## config.mk

```make
export PLATFORM = sky130hd
export DESIGN_NAME = data_mem_ctrl
export DESIGN_NICKNAME = d
export VERILOG_FILES = /design/src/rtl/data_mem_ctrl.sv
export SDC_FILE = /design/constraint.sdc
export NUM_CORES = 1
export LEC_CHECK = 0
export ABC_AREA = 1
export BUFFER_PORTS_ARGS = -buffer_cell sky130_fd_sc_hd__buf_2
export CORE_UTILIZATION = 40
export CTS_CLUSTER_SIZE = 40
export DETAILED_ROUTE_END_ITERATION = 16
export GPL_TIMING_DRIVEN = 1
export PLACE_DENSITY = 0.7
export SLEW_MARGIN = 5
export SYNTH_ARGS = -nofsm -noshare
export SYNTH_HDL_FRONTEND = slang
export SYNTH_SLANG_ARGS = --single-unit
```

## constraint.sdc

```tcl
create_clock -name clk -period 2.7 [get_ports clk]
set_clock_uncertainty 0.15 [all_clocks]
set_input_delay 0.405 -clock clk [delete_from_list [all_inputs] [get_ports clk]]
set_output_delay 0.405 -clock clk [all_outputs]
set_load 0.01 [all_outputs]
```

## src/rtl/data_mem_ctrl.sv

```systemverilog
// data_mem_ctrl: sequences one MEM-stage load/store over an SRAM-like
// request/response bus (addr_ok/data_ok). It decodes the op, forms the size,
// byte strobes and replicated store data, flags misaligned accesses, holds
// the MEM stage until the response is back and returns the extended load data.
module data_mem_ctrl #(
  parameter int ADDR_W = 32,
  parameter int DATA_W = 32
) (
  input  logic              clk,
  input  logic              reset,
  input  logic              ms_valid,
  input  logic [3:0]        ms_mem_op,
  input  logic [ADDR_W-1:0] ms_addr,
  input  logic [DATA_W-1:0] ms_wdata,
  input  logic              wb_allow_in,
  input  logic              flush,
  output logic              mem_done,
  output logic [DATA_W-1:0] mem_rdata,
  output logic              ale_ex,
  output logic              data_sram_req,
  output logic              data_sram_wr,
  output logic [1:0]        data_sram_size,
  output logic [3:0]        data_sram_wstrb,
  output logic [ADDR_W-1:0] data_sram_addr,
  output logic [DATA_W-1:0] data_sram_wdata,
  input  logic              data_sram_addr_ok,
  input  logic              data_sram_data_ok,
  input  logic [DATA_W-1:0] data_sram_rdata
);

  localparam logic [3:0] OP_LD_B  = 4'b0001;
  localparam logic [3:0] OP_LD_H  = 4'b0010;
  localparam logic [3:0] OP_LD_W  = 4'b0011;
  localparam logic [3:0] OP_LD_BU = 4'b1001;
  localparam logic [3:0] OP_LD_HU = 4'b1010;
  localparam logic [3:0] OP_ST_B  = 4'b0100;
  localparam logic [3:0] OP_ST_H  = 4'b0101;
  localparam logic [3:0] OP_ST_W  = 4'b0110;

  typedef enum logic [2:0] {
    S_IDLE  = 3'd0,
    S_REQ   = 3'd1,
    S_WAIT  = 3'd2,
    S_DONE  = 3'd3,
    S_DRAIN = 3'd4
  } state_t;

  function automatic logic op_is_load(input logic [3:0] op);
    return (op == OP_LD_B) || (op == OP_LD_H) || (op == OP_LD_W) ||
           (op == OP_LD_BU) || (op == OP_LD_HU);
  endfunction

  function automatic logic op_is_store(input logic [3:0] op);
    return (op == OP_ST_B) || (op == OP_ST_H) || (op == OP_ST_W);
  endfunction

  // 0 = byte, 1 = half, 2 = word; undefined ops report byte and are never issued
  function automatic logic [1:0] op_size(input logic [3:0] op);
    case (op)
      OP_LD_H, OP_LD_HU, OP_ST_H: return 2'd1;
      OP_LD_W, OP_ST_W:           return 2'd2;
      default:                    return 2'd0;
    endcase
  endfunction

  function automatic logic op_misaligned(input logic [3:0] op, input logic [1:0] lane);
    case (op_size(op))
      2'd1:    return lane[0];
      2'd2:    return lane != 2'b00;
      default: return 1'b0;
    endcase
  endfunction

  function automatic logic [3:0] st_strb(input logic [3:0] op, input logic [1:0] lane);
    case (op)
      OP_ST_B: return 4'b0001 << lane;
      OP_ST_H: return lane[1] ? 4'b1100 : 4'b0011;
      OP_ST_W: return 4'b1111;
      default: return 4'b0000;
    endcase
  endfunction

  // Narrow stores are replicated across every lane so the strobes alone pick the target bytes
  function automatic logic [DATA_W-1:0] st_wdata(input logic [3:0] op, input logic [DATA_W-1:0] d);
    case (op)
      OP_ST_B: return {4{d[7:0]}};
      OP_ST_H: return {2{d[15:0]}};
      default: return d;
    endcase
  endfunction

  function automatic logic [DATA_W-1:0] ld_extend(input logic [3:0] op, input logic [1:0] lane,
                                                  input logic [DATA_W-1:0] d);
    logic [DATA_W-1:0]        shifted;
    logic signed [7:0]        byte_s;
    logic signed [15:0]       half_s;
    logic signed [DATA_W-1:0] ext;
    shifted = d >> {lane, 3'b000};
    byte_s  = shifted[7:0];
    half_s  = shifted[15:0];
    case (op)
      OP_LD_B:  ext = DATA_W'(byte_s);
      OP_LD_H:  ext = DATA_W'(half_s);
      OP_LD_BU: ext = DATA_W'(shifted[7:0]);
      OP_LD_HU: ext = DATA_W'(shifted[15:0]);
      OP_LD_W:  ext = d;
      default:  ext = '0;
    endcase
    return ext;
  endfunction

  state_t            state_q, state_d;
  logic [3:0]        op_q, op_d;
  logic [ADDR_W-1:0] addr_q, addr_d;
  logic [DATA_W-1:0] wdata_q, wdata_d;
  logic [DATA_W-1:0] rdata_q, rdata_d;

  logic ms_is_mem;
  logic ms_misaligned;
  logic start;

  assign ms_is_mem     = op_is_load(ms_mem_op) || op_is_store(ms_mem_op);
  assign ms_misaligned = op_misaligned(ms_mem_op, ms_addr[1:0]);
  assign start         = ms_valid && ms_is_mem && !ms_misaligned && !flush;
  assign ale_ex        = ms_valid && ms_is_mem && ms_misaligned;

  // Bus fields come only from the latched copy so they stay put while waiting for addr_ok
  assign data_sram_wr    = op_is_store(op_q);
  assign data_sram_size  = op_size(op_q);
  assign data_sram_wstrb = st_strb(op_q, addr_q[1:0]);
  assign data_sram_addr  = addr_q;
  assign data_sram_wdata = st_wdata(op_q, wdata_q);
  assign mem_rdata       = rdata_q;

  // Next-state, latch enables and the handshake outputs
  always_comb begin
    state_d       = state_q;
    op_d          = op_q;
    addr_d        = addr_q;
    wdata_d       = wdata_q;
    rdata_d       = rdata_q;
    mem_done      = 1'b0;
    data_sram_req = 1'b0;
    case (state_q)
      S_IDLE: begin
        if (start) begin
          op_d    = ms_mem_op;
          addr_d  = ms_addr;
          wdata_d = ms_wdata;
          state_d = S_REQ;
        end else begin
          // Nothing to send on the bus: non-memory ops and ALE victims pass straight through
          mem_done = ms_valid && (!ms_is_mem || ms_misaligned);
        end
      end
      S_REQ: begin
        data_sram_req = 1'b1;
        if (data_sram_addr_ok) begin
          state_d = flush ? S_DRAIN : S_WAIT;
        end else if (flush) begin
          state_d = S_IDLE;
        end
      end
      S_WAIT: begin
        if (data_sram_data_ok) begin
          if (flush) begin
            state_d = S_IDLE;
          end else begin
            rdata_d = ld_extend(op_q, addr_q[1:0], data_sram_rdata);
            state_d = S_DONE;
          end
        end else if (flush) begin
          state_d = S_DRAIN;
        end
      end
      S_DONE: begin
        mem_done = 1'b1;
        if (flush || wb_allow_in) begin
          state_d = S_IDLE;
        end
      end
      S_DRAIN: begin
        // The accepted request still owes a response; swallow it before issuing anything new
        if (data_sram_data_ok) begin
          state_d = S_IDLE;
        end
      end
      default: state_d = S_IDLE;
    endcase
  end

  // State and transaction registers
  always_ff @(posedge clk or negedge reset) begin
    if (!reset) begin
      state_q <= S_IDLE;
      op_q    <= '0;
      addr_q  <= '0;
      wdata_q <= '0;
      rdata_q <= '0;
    end else begin
      state_q <= state_d;
      op_q    <= op_d;
      addr_q  <= addr_d;
      wdata_q <= wdata_d;
      rdata_q <= rdata_d;
    end
  end

endmodule
```

==> results of run 1 <==
## cells in the mapped netlist
| library cell | instances |
|---|---|
| nand4_1 | 72 |
| a21oi_1 | 2 |
| ha_1 | 2 |
| buf_1 | 3 |
| buf_4 | 9 |
| buf_6 | 2 |
| a31oi_1 | 2 |
| o21ai_0 | 16 |
| inv_2 | 1 |
| nand3_2 | 2 |
| and3_1 | 1 |
| clkbuf_1 | 32 |
| a21oi_4 | 1 |
| nor3_1 | 3 |
| o22ai_1 | 1 |
| nor2_2 | 3 |
| buf_2 | 8 |
| inv_1 | 34 |
| dfrtp_1 | 103 |
| nand2_1 | 398 |
| nor3b_1 | 1 |
| o31ai_1 | 1 |
| clkinv_1 | 1 |
| or2_2 | 1 |
| a22oi_1 | 10 |
| nand3_1 | 40 |
| o211ai_1 | 9 |
| nor2_1 | 16 |
## state kept, by name (all words and copies together), names as in the netlist
signal and cells:
wdata_q 32, op_q 4, mem_rdata 32, state_q 3, data_sram_addr 32
## worst max-delay path by stage
stage | endpoint | slack, ns | from
global placement | ale_ex | 0.27 | ms_mem_op[1]
global route | data_sram_wdata[12] | 0.01 | op_q[2]$_DFFE_PN0P_
CTS | data_sram_wdata[12] | 0.13 | op_q[3]$_DFFE_PN0P_
detailed placement | ale_ex | 0.25 | ms_mem_op[1]
floorplan | mem_done | 0.41 | ms_mem_op[2]
finish | data_sram_wdata[12] | 0.18 | op_q[2]$_DFFE_PN0P_
## layout by cell type, fill, tap and decap left out
| master | count |
|---|---|
| or2_2 | 1 |
| dlygate4sd3_1 | 1 |
| a21oi_4 | 1 |
| a22oi_1 | 10 |
| clkbuf_8 | 1 |
| ha_1 | 2 |
| clkinvlp_4 | 3 |
| o22ai_1 | 1 |
| buf_2 | 211 |
| nand3_2 | 2 |
| buf_12 | 4 |
| clkinv_1 | 1 |
| nor2_4 | 2 |
| clkbuf_16 | 9 |
| nand3_1 | 40 |
| nor3b_1 | 1 |
| o211ai_1 | 9 |
| inv_1 | 33 |
| buf_4 | 15 |
| o31ai_1 | 1 |
| inv_6 | 3 |
| o21ai_0 | 16 |
| inv_2 | 1 |
| clkinv_4 | 1 |
| nor3_1 | 3 |
| a31oi_1 | 2 |
| a21oi_1 | 2 |
| nand2_1 | 398 |
| nand4_1 | 72 |
| nor2_2 | 3 |
| nor2_1 | 14 |
| dfrtp_1 | 103 |
| and3_1 | 1 |
## metal layers
metal / vias to the layer above / global-route usage [%] / wire (µm)
met5: - / 0 / 0
met4: 0 / 8.83 / 381
met3: 25 / 6.42 / 1430
met2: 230 / 35.7 / 7580
met1: 2651 / 32.9 / 7440
li1: 2888 / - / -
## stage by stage
stage / power, W / hold WS [ns]
after floorplan: 0.00483 / -0.0406
after global placement: 0.00621 / 0.256
after detailed placement: 0.00626 / 0.260
after CTS: 0.00756 / 0.128
after global routing: 0.00813 / 0.130
final: 0.00751 / 0.136
## what timing repair did
item / CTS / global route
hold buffers: 1 / 0
gates resized for setup: 0 / 1
setup endpoints to repair: 0 / 8
hold endpoints to repair: 33 / 0
## kinds of logic after synthesis
logic type                 Yosys count
and+or+nand+nor                    537
DFF                                103
buffers and inverters               90
AOI/OAI and AO/OA                   42
adders and majority gates            2
## power by group
part	switching [W]	internal, W
logic	0.00227	0.00134
clock network	0.000624	0.000663
registers	0.000448	0.00217
total	0.00334	0.00417
## worst max-delay path, delay by kind of cell, from the launching register on
family                 cells  cell delay (ns)
flip-flops                 1             0.45
AND/OR/NAND/NOR            2             0.30
AO/OA/AOI/OAI              1             0.32
buffers and inverters      3             0.55
## area by class of cell
type / count / area share, %
flip-flops and latches: 103 / 36.4
repair buffers: 231 / 17.8
inverters: 36 / 1.96
clock buffers: 10 / 3.38
clock inverters: 6 / 0.707
multi-input cells: 581 / 36.6
well taps: 176 / 3.11
==> metrics.txt, run 1 <==
status=completed; largest family of logic cells by synthesized area=simple AND/OR/NAND/NOR gates; relative slew slack=between 60% and 70%; nature of the critical path startpoint=flop; clk_lat worst skew=0.35 ns; footprint of the multi-input gates=roughly 2600 µm²; WS Path Type=flop to output port; Starting Density=~41%; # fillers=1,362; IR drop worst, VDD=0.633 mV; Area contributors post-synth=dfrtp_1 (46%), nand2_1 (27%), nand4_1 (8.1%); Routed Antenna Nets=0; Die Area=14,400 µm²; Util after Layout=52.8%; r2r setup slk=roughly 0.62 ns; Cell Pwr Density=1060 nW/µm²; Synth cell types=28; Crit. End Element=output port; Yosys top cell by area=dfrtp_1; simple logic cell fraction of the synthesized area=between 40 and 50%; GP Congestion=0.877; Num CTS Buffers=9; Iteration-0 DRC Markers=473; Leakage=4.16 nW; max incr delay on CP=around 0.45 ns; Cells after DPL=1,126; row count=42; pin count of the biggest net entering global routing=64; Worst-Margin Slew=between 0.5 and 0.6 ns; register area share after synthesis=about 46%; RSZ-0062 raised after global routing=false; H-tree depth=3; CP required=2.14 ns; post-synthesis net count=~900; grt ovf=0; Worst path slowest cell=dfrtp_1; Post-DP Area=6780 µm²; Die Wd=120 µm; post-DR vias/cell=~5.1; DP Worst Slack=0.252 ns; fin nets=1,071; GRT Total Usage=23.9%; drc violations=0; r2r endpoint=mem_rdata[22]$_DFFE_PN0P_; Achievable Freq=approximately 0.40 GHz; Worst-path clk slew=0.08 ns; HPWL after detailed placement=11,800 µm; First-pass DRT Iterations=5; Final Cell Area=7080 µm²; sequential cell area=2580 µm²; Cells after Synth=between 700 and 800; post-synthesis adder-cell area fraction=0.451%; max-slew violations=0; Ports=213; Reg-to-Reg Start=data_sram_addr[0]$_DFFE_PN0P_; post-synth design cell area=5550 µm²; Ant. Diodes=0; worst path arrival time=1.97 ns; setup TNS=0 ns; cells along the critical path=nand2_1 > inv_1 > nand2_1 > clkinvlp_4 > o21ai_0 > buf_2; Period minus WS final=2.52 ns; share of cells above drive strength 1=26.6%; CTS tree=yes; crit share post-route=93.4%; CTS sink count=103; final std cells w/o fill=roughly 1,100; # setup viols final=0; PnR worst setup slack=0.177 ns; min-delay worst type=input pin to flop; Cells on Worst Hold Path=3; Yosys top cell area share=between 40% and 50%; initial antenna violation count=0; cell repeated most along the worst path=nand2_1; chip height=120 µm; first-pass GRT wire length=27,100 µm; Max Cap Violations=0; Compound-Gate Fraction of Synth Area=4.96%; Routed WL per cell=14.7 µm; HP Start=ms_addr[7]; vias in the first global route=5,356; CTS root buf=clkbuf_16; Clock Path Buffers=2; final count of hold timing violations=0; Setup Buffers After CTS=0; Core Region=13,400 µm²; Synth-to-Final Area Change=27.5%; CP max FO=17; mux contribution to synthesized area=0%; Ys Warns=0; Port Buffers=212; Vias=between 5,000 and 6,000; final WL=16,800 µm; Post-Syn Area per Cell=7.17 µm²; WHS Endpoint=data_sram_addr[7]$_DFFE_PN0P_; Yosys reg bits=just over 100; reg2reg path depth=7; Post-Synth XOR/XNOR Area=0%
Power figures use the tool's default switching activity.
==> run 2, diff against run 1 <==
--- a/config.mk
+++ b/config.mk
@@ -7,11 +7,13 @@
 export LEC_CHECK = 0
 export ABC_AREA = 1
 export BUFFER_PORTS_ARGS = -buffer_cell sky130_fd_sc_hd__buf_2
+export CORE_MARGIN = 4
 export CORE_UTILIZATION = 40
 export CTS_CLUSTER_SIZE = 40
 export DETAILED_ROUTE_END_ITERATION = 16
 export GPL_TIMING_DRIVEN = 1
 export PLACE_DENSITY = 0.7
+export REMOVE_ABC_BUFFERS = 1
 export SLEW_MARGIN = 5
 export SYNTH_ARGS = -nofsm -noshare
 export SYNTH_HDL_FRONTEND = slang
==> metrics.txt, run 2 (same netlist as run 1, synthesis figures left out) <==
status=completed; Port Buffers=about 210; most frequent cells in the layout=nand2_1 (398), buf_2 (211), dfrtp_1 (103), nand4_1 (72), nand3_1 (40); Cells on Worst Hold Path=3; Core Region=13,400 µm²; GRT Total Usage=22.2%; # setup viols final=0; Vias=roughly 6,000; Ports=213; H-tree depth=3; share of cells above drive strength 1=26.7%; Num CTS Buffers=9; Die Area=15,800 µm²; Crit. End Element=output port; First-pass DRT Iterations=8; grt ovf=0; final count of hold timing violations=0; Max Cap Violations=0; Setup Buffers After CTS=0; max-slew violations=0; vias in the first global route=5,620; Iteration-0 DRC Markers=490; pin count of the biggest net entering global routing=62; Synth-to-Final Area Change=28.4%; commonest non-fill, non-tap cell in the layout=nand2_1; setup TNS=0 ns; reg2reg path depth=8; Routed WL per cell=15.4 µm; crit share post-route=92.9%; chip height=126 µm; Final Cell Area=7130 µm²; Worst-Margin Slew=0.515 ns; Worst-path clk slew=0.08 ns; CTS sink count=103; Routed Antenna Nets=0; HPWL after detailed placement=12,600 µm; post-DR vias/cell=5.17; CTS root buf=clkbuf_16; RSZ-0062 raised after global routing=false; Post-DP Area=around 6800 µm²; Die Wd=between 100 and 150 µm; first-pass GRT wire length=28,800 µm; min-delay worst type=input pin to flop; nature of the critical path startpoint=flop; WS Path Type=flop to output port; final WL=17,600 µm; Cell Pwr Density=around 1100 nW/µm²; GP Congestion=0.843; row count=42; worst path arrival time=roughly 2 ns; Clock Path Buffers=2; Achievable Freq=0.399 GHz; fin nets=1,072; initial antenna violation count=1; Period minus WS final=2.51 ns; CP required=2.14 ns; CP max FO=17; clk_lat worst skew=0.35 ns; CTS tree=yes; IR drop worst, VDD=0.505 mV; relative slew slack=65.6%; drc violations=0; Leakage=between 4 and 5 nW; # fillers=1,372; Starting Density=41.4%
run 2: path summary, 6_finish.rpt:
check	start	to	slack, ns
setup / recovery	op_q[3]$_DFFE_PN0P_	data_sram_wdata[15]	0.19
hold / removal	ms_wdata[4]	wdata_q[4]$_DFFE_PN0P_	0.14
setup reg to reg	data_sram_addr[0]$_DFFE_PN0P_	mem_rdata[20]$_DFFE_PN0P_	0.72
hold reg to reg	mem_rdata[5]$_DFFE_PN0P_	mem_rdata[5]$_DFFE_PN0P_	0.32
max in group asynchronous	reset	data_sram_addr[16]$_DFFE_PN0P_	1.33
min in group asynchronous	reset	mem_rdata[16]$_DFFE_PN0P_	0.38
run 2: report_power, final:
| part | switching [W] | internal, W |
|---|---|---|
| registers | 0.000455 | 0.00217 |
| clock network | 0.000615 | 0.000780 |
| logic | 0.00230 | 0.00134 |
run 2: layout make-up:
type	instances	area, µm²	share of cell area [%]
multi-input combinational	581	2590	36.4
sequential	103	2580	36.2
timing repair buffer	232	1280	17.9
clock buffer	11	253	3.55
tap	176	220	3.09
inverter	36	139	1.95
clock inverter	5	63.8	0.895
antenna	1	2.50	0.0351
run 2: layer usage:
| layer | up-vias | global-route usage (%) | share of wire [%] |
|---|---|---|---|
| met5 | - | 0 | 0.11 |
| met1 | 2752 | 29.5 | 42 |
| met4 | 2 | 7.00 | 1.7 |
| met3 | 20 | 6.65 | 9.8 |
| met2 | 251 | 35.2 | 46 |
| li1 | 2898 | - | - |
run 2: critical path: stages (launching register included):
cell and delay, ns:
dfrtp_1 0.37, inv_1 0.08, nand2_1 0.10, inv_1 0.07
nand2_1 0.17, clkinvlp_4 0.34, o21ai_0 0.29, buf_2 0.17
run 2: what timing repair did:
action	4_1_cts	5_1_grt
hold buffers	1	0
gates resized for setup	0	1
endpoints found under the setup margin	0	14
hold endpoints to repair	29	0
run 2: per-stage QoR:
stage / std cells / utilization, % / hold slack [ns] / setup slack [ns] / total power, W
2_1_floorplan: 720 / - / -0.0406 / -1.70 / 0.00464
3_3_place_gp: 1127 / 50.7 / 0.236 / 0.247 / 0.00624
3_5_place_dp: 1127 / 50.7 / 0.233 / 0.218 / 0.00630
4_1_cts: 1144 / 53.1 / 0.126 / 0.110 / 0.00772
5_1_grt: 1144 / 53.2 / 0.132 / 0.0194 / 0.00828
6_report: 1145 / 53.2 / 0.138 / 0.193 / 0.00767
==> run 3, diff against run 2 <==
--- a/config.mk
+++ b/config.mk
@@ -5,14 +5,14 @@
 export SDC_FILE = /design/constraint.sdc
 export NUM_CORES = 1
 export LEC_CHECK = 0
-export ABC_AREA = 1
+export ABC_AREA = 0
 export BUFFER_PORTS_ARGS = -buffer_cell sky130_fd_sc_hd__buf_2
 export CORE_MARGIN = 4
 export CORE_UTILIZATION = 40
 export CTS_CLUSTER_SIZE = 40
 export DETAILED_ROUTE_END_ITERATION = 16
 export GPL_TIMING_DRIVEN = 1
-export PLACE_DENSITY = 0.7
+export PLACE_DENSITY = 0.71
 export REMOVE_ABC_BUFFERS = 1
 export SLEW_MARGIN = 5
 export SYNTH_ARGS = -nofsm -noshare
==> metrics.txt, run 3 <==
status=completed; Max Cap Violations=0; GP Congestion=0.884; PnR worst setup slack=0.180 ns; relative slew slack=41.1%; min-delay worst type=input pin to flop; most frequent cell after synthesis=dfrtp_1; WS Path Type=flop to output port; Setup Buffers After CTS=0; Yosys top cell by area=dfrtp_1; Area contributors post-synth=dfrtp_1 (49%), mux2_2 (15%), mux2_4 (5.7%); Num CTS Buffers=9; post-DR vias/cell=between 5 and 6; initial antenna violation count=2; share of cells above drive strength 1=53.6%; first-pass GRT wire length=23,700 µm; Starting Density=41.5%; GR peak layer=met2; final count of hold timing violations=0; FFs w/ async S/R, synth=100%; Cell Pwr Density=about 910 nW/µm²; most frequent cells in the layout=buf_2 (211), dfrtp_1 (103), mux2_2 (71), nor2_1 (43), nand2_1 (40); pin count of the biggest net entering global routing=47; Yosys top cell area share=48.6%; chip height=123 µm; Post-Syn Area per Cell=11.5 µm²; fin nets=781; final WL=15,100 µm; # resized after CTS=0; Die Wd=123 µm; # setup viols final=0; most frequent cells after synthesis=dfrtp_1 (103), mux2_2 (71), nor2_1 (44), nand2_1 (40), o21ai_0 (21); footprint of the multi-input gates=2450 µm²; Synth cell types=47; setup TNS=0 ns; Yosys reg bits=103; Leakage=3.33 nW; nature of the critical path startpoint=flop; CTS sink count=103; Cells after Synth=459; Worst path slowest cell=dfrtp_1; Worst-path clk slew=0.07 ns; Achievable Freq=0.397 GHz; CTS tree=yes; HPWL after detailed placement=11,700 µm; commonest non-fill, non-tap cell in the layout=buf_2; sequential cell area=around 2600 µm²; Reg-to-Reg Start=data_sram_addr[0]$_DFFE_PN0P_; Post-CTS Hold Buffers=1; vias in the first global route=4,689; Routed WL per cell=17.7 µm; max incr delay on CP=0.45 ns; crit share post-route=roughly 93%; Port Buffers=around 210; H-tree depth=3; M1 GR Usage=around a quarter; CP max FO=24; worst path arrival time=1.97 ns; Ys Warns=0; Worst-Margin Slew=0.882 ns; post-synth design cell area=approximately 5300 µm²; buffers plus inverters on the worst setup path=2; IR drop worst, VDD=about 0.63 mV; register area share after synthesis=48.6%; Iteration-0 DRC Markers=between 200 and 300; First-pass DRT Iterations=5; Synth-to-Final Area Change=29.4%; Cells after DPL=around 830; first element of the critical path=op_q[3]$_DFFE_PN0P_; Clock Path Buffers=2; Routed Antenna Nets=0; Vias=4,407; # fillers=roughly 1,100; met3 Usage GRT=7.23%; grt ovf=0; CTS root buf=clkbuf_16; max-slew violations=0; Ant. Diodes=0; Period minus WS final=2.52 ns; DP Worst Slack=-0.203 ns; GR Util met2=33.2%; drc violations=0; Primary FF master, synth=dfrtp_1; Die Area=15,200 µm²; Crit. End Element=output port; row count=41; Ports=around 210; RSZ-0062 raised after global routing=false; family with the most delay on the worst path=flip-flops; GRT Total Usage=20.4%; cells along the critical path=nand2b_1 > nor2_2 > buf_4 > mux2_2 > buf_2; CP required=between 2 and 2.5 ns; Core Region=12,800 µm²; clk_lat worst skew=0.35 ns; EDFF count, synth=0; final std cells w/o fill=about 850; HP Start=ms_addr[28]
run 3: cell count changes after synthesis, moves of 28 or more:
cell     before  now
inv_1        34    3
mux2_2        0   71
nand2_1     398   40
nand3_1      40    2
nand4_1      72    2
nor2_1       16   44
run 3: layout make-up:
cell class                 count  area share, %
sequential                   103           37.6
clock inverter                 7           1.15
inverter                       3          0.164
clock buffer                   9           3.29
multi-input combinational    316           35.8
timing repair buffer         239           18.9
tap                          172           3.14
run 3: metrics by stage:
stage	hold WS, ns	utilization, %	cell area [µm²]	total power, W
6_report	0.127	53.7	6850	0.00623
5_1_grt	0.112	53.7	6850	0.00666
4_1_cts	0.115	53.7	6850	0.00631
3_5_place_dp	0.211	51.2	6540	0.00495
3_3_place_gp	0.210	51.2	6540	0.00486
2_1_floorplan	-0.0406	-	5040	0.00382
run 3: where the power goes:
part | internal (W) | total [W] | switching, W
logic | 0.00125 | 0.00249 | 0.00124
registers | 0.00203 | 0.00240 | 0.000375
clock network | 0.000727 | 0.00134 | 0.000614
run 3: final timing paths:
path                                                   to  slack (ns)  cells past startpoint
max                                   data_sram_wdata[19]        0.18                      5
min                        data_sram_addr[28]$_DFFE_PN0P_        0.13                      2
max reg2reg                      mem_rdata[5]$_DFFE_PN0P_        0.39                      5
min reg2reg                     mem_rdata[10]$_DFFE_PN0P_        0.34                      2
max in group asynchronous          state_q[2]$_DFFE_PN0P_        1.29                      3
min in group asynchronous       mem_rdata[29]$_DFFE_PN0P_        0.38                      2
run 3: cell families after synthesis:
logic type,Yosys count,share of synthesized area (%)
AOI/OAI and AO/OA,94,11.9
DFF,103,48.6
buffers and inverters,40,5.12
muxes,101,22.9
and+or+nand+nor,117,10.6
xor gates and xnor gates,2,0.331
adders and majority gates,2,0.472
run 3: routing by layer:
| layer | part of all wire (%) | up-vias |
|---|---|---|
| met5 | 0.23 | - |
| met4 | 2.5 | 4 |
| met3 | 10 | 33 |
| met2 | 46 | 227 |
| met1 | 40 | 2102 |
| li1 | - | 2041 |
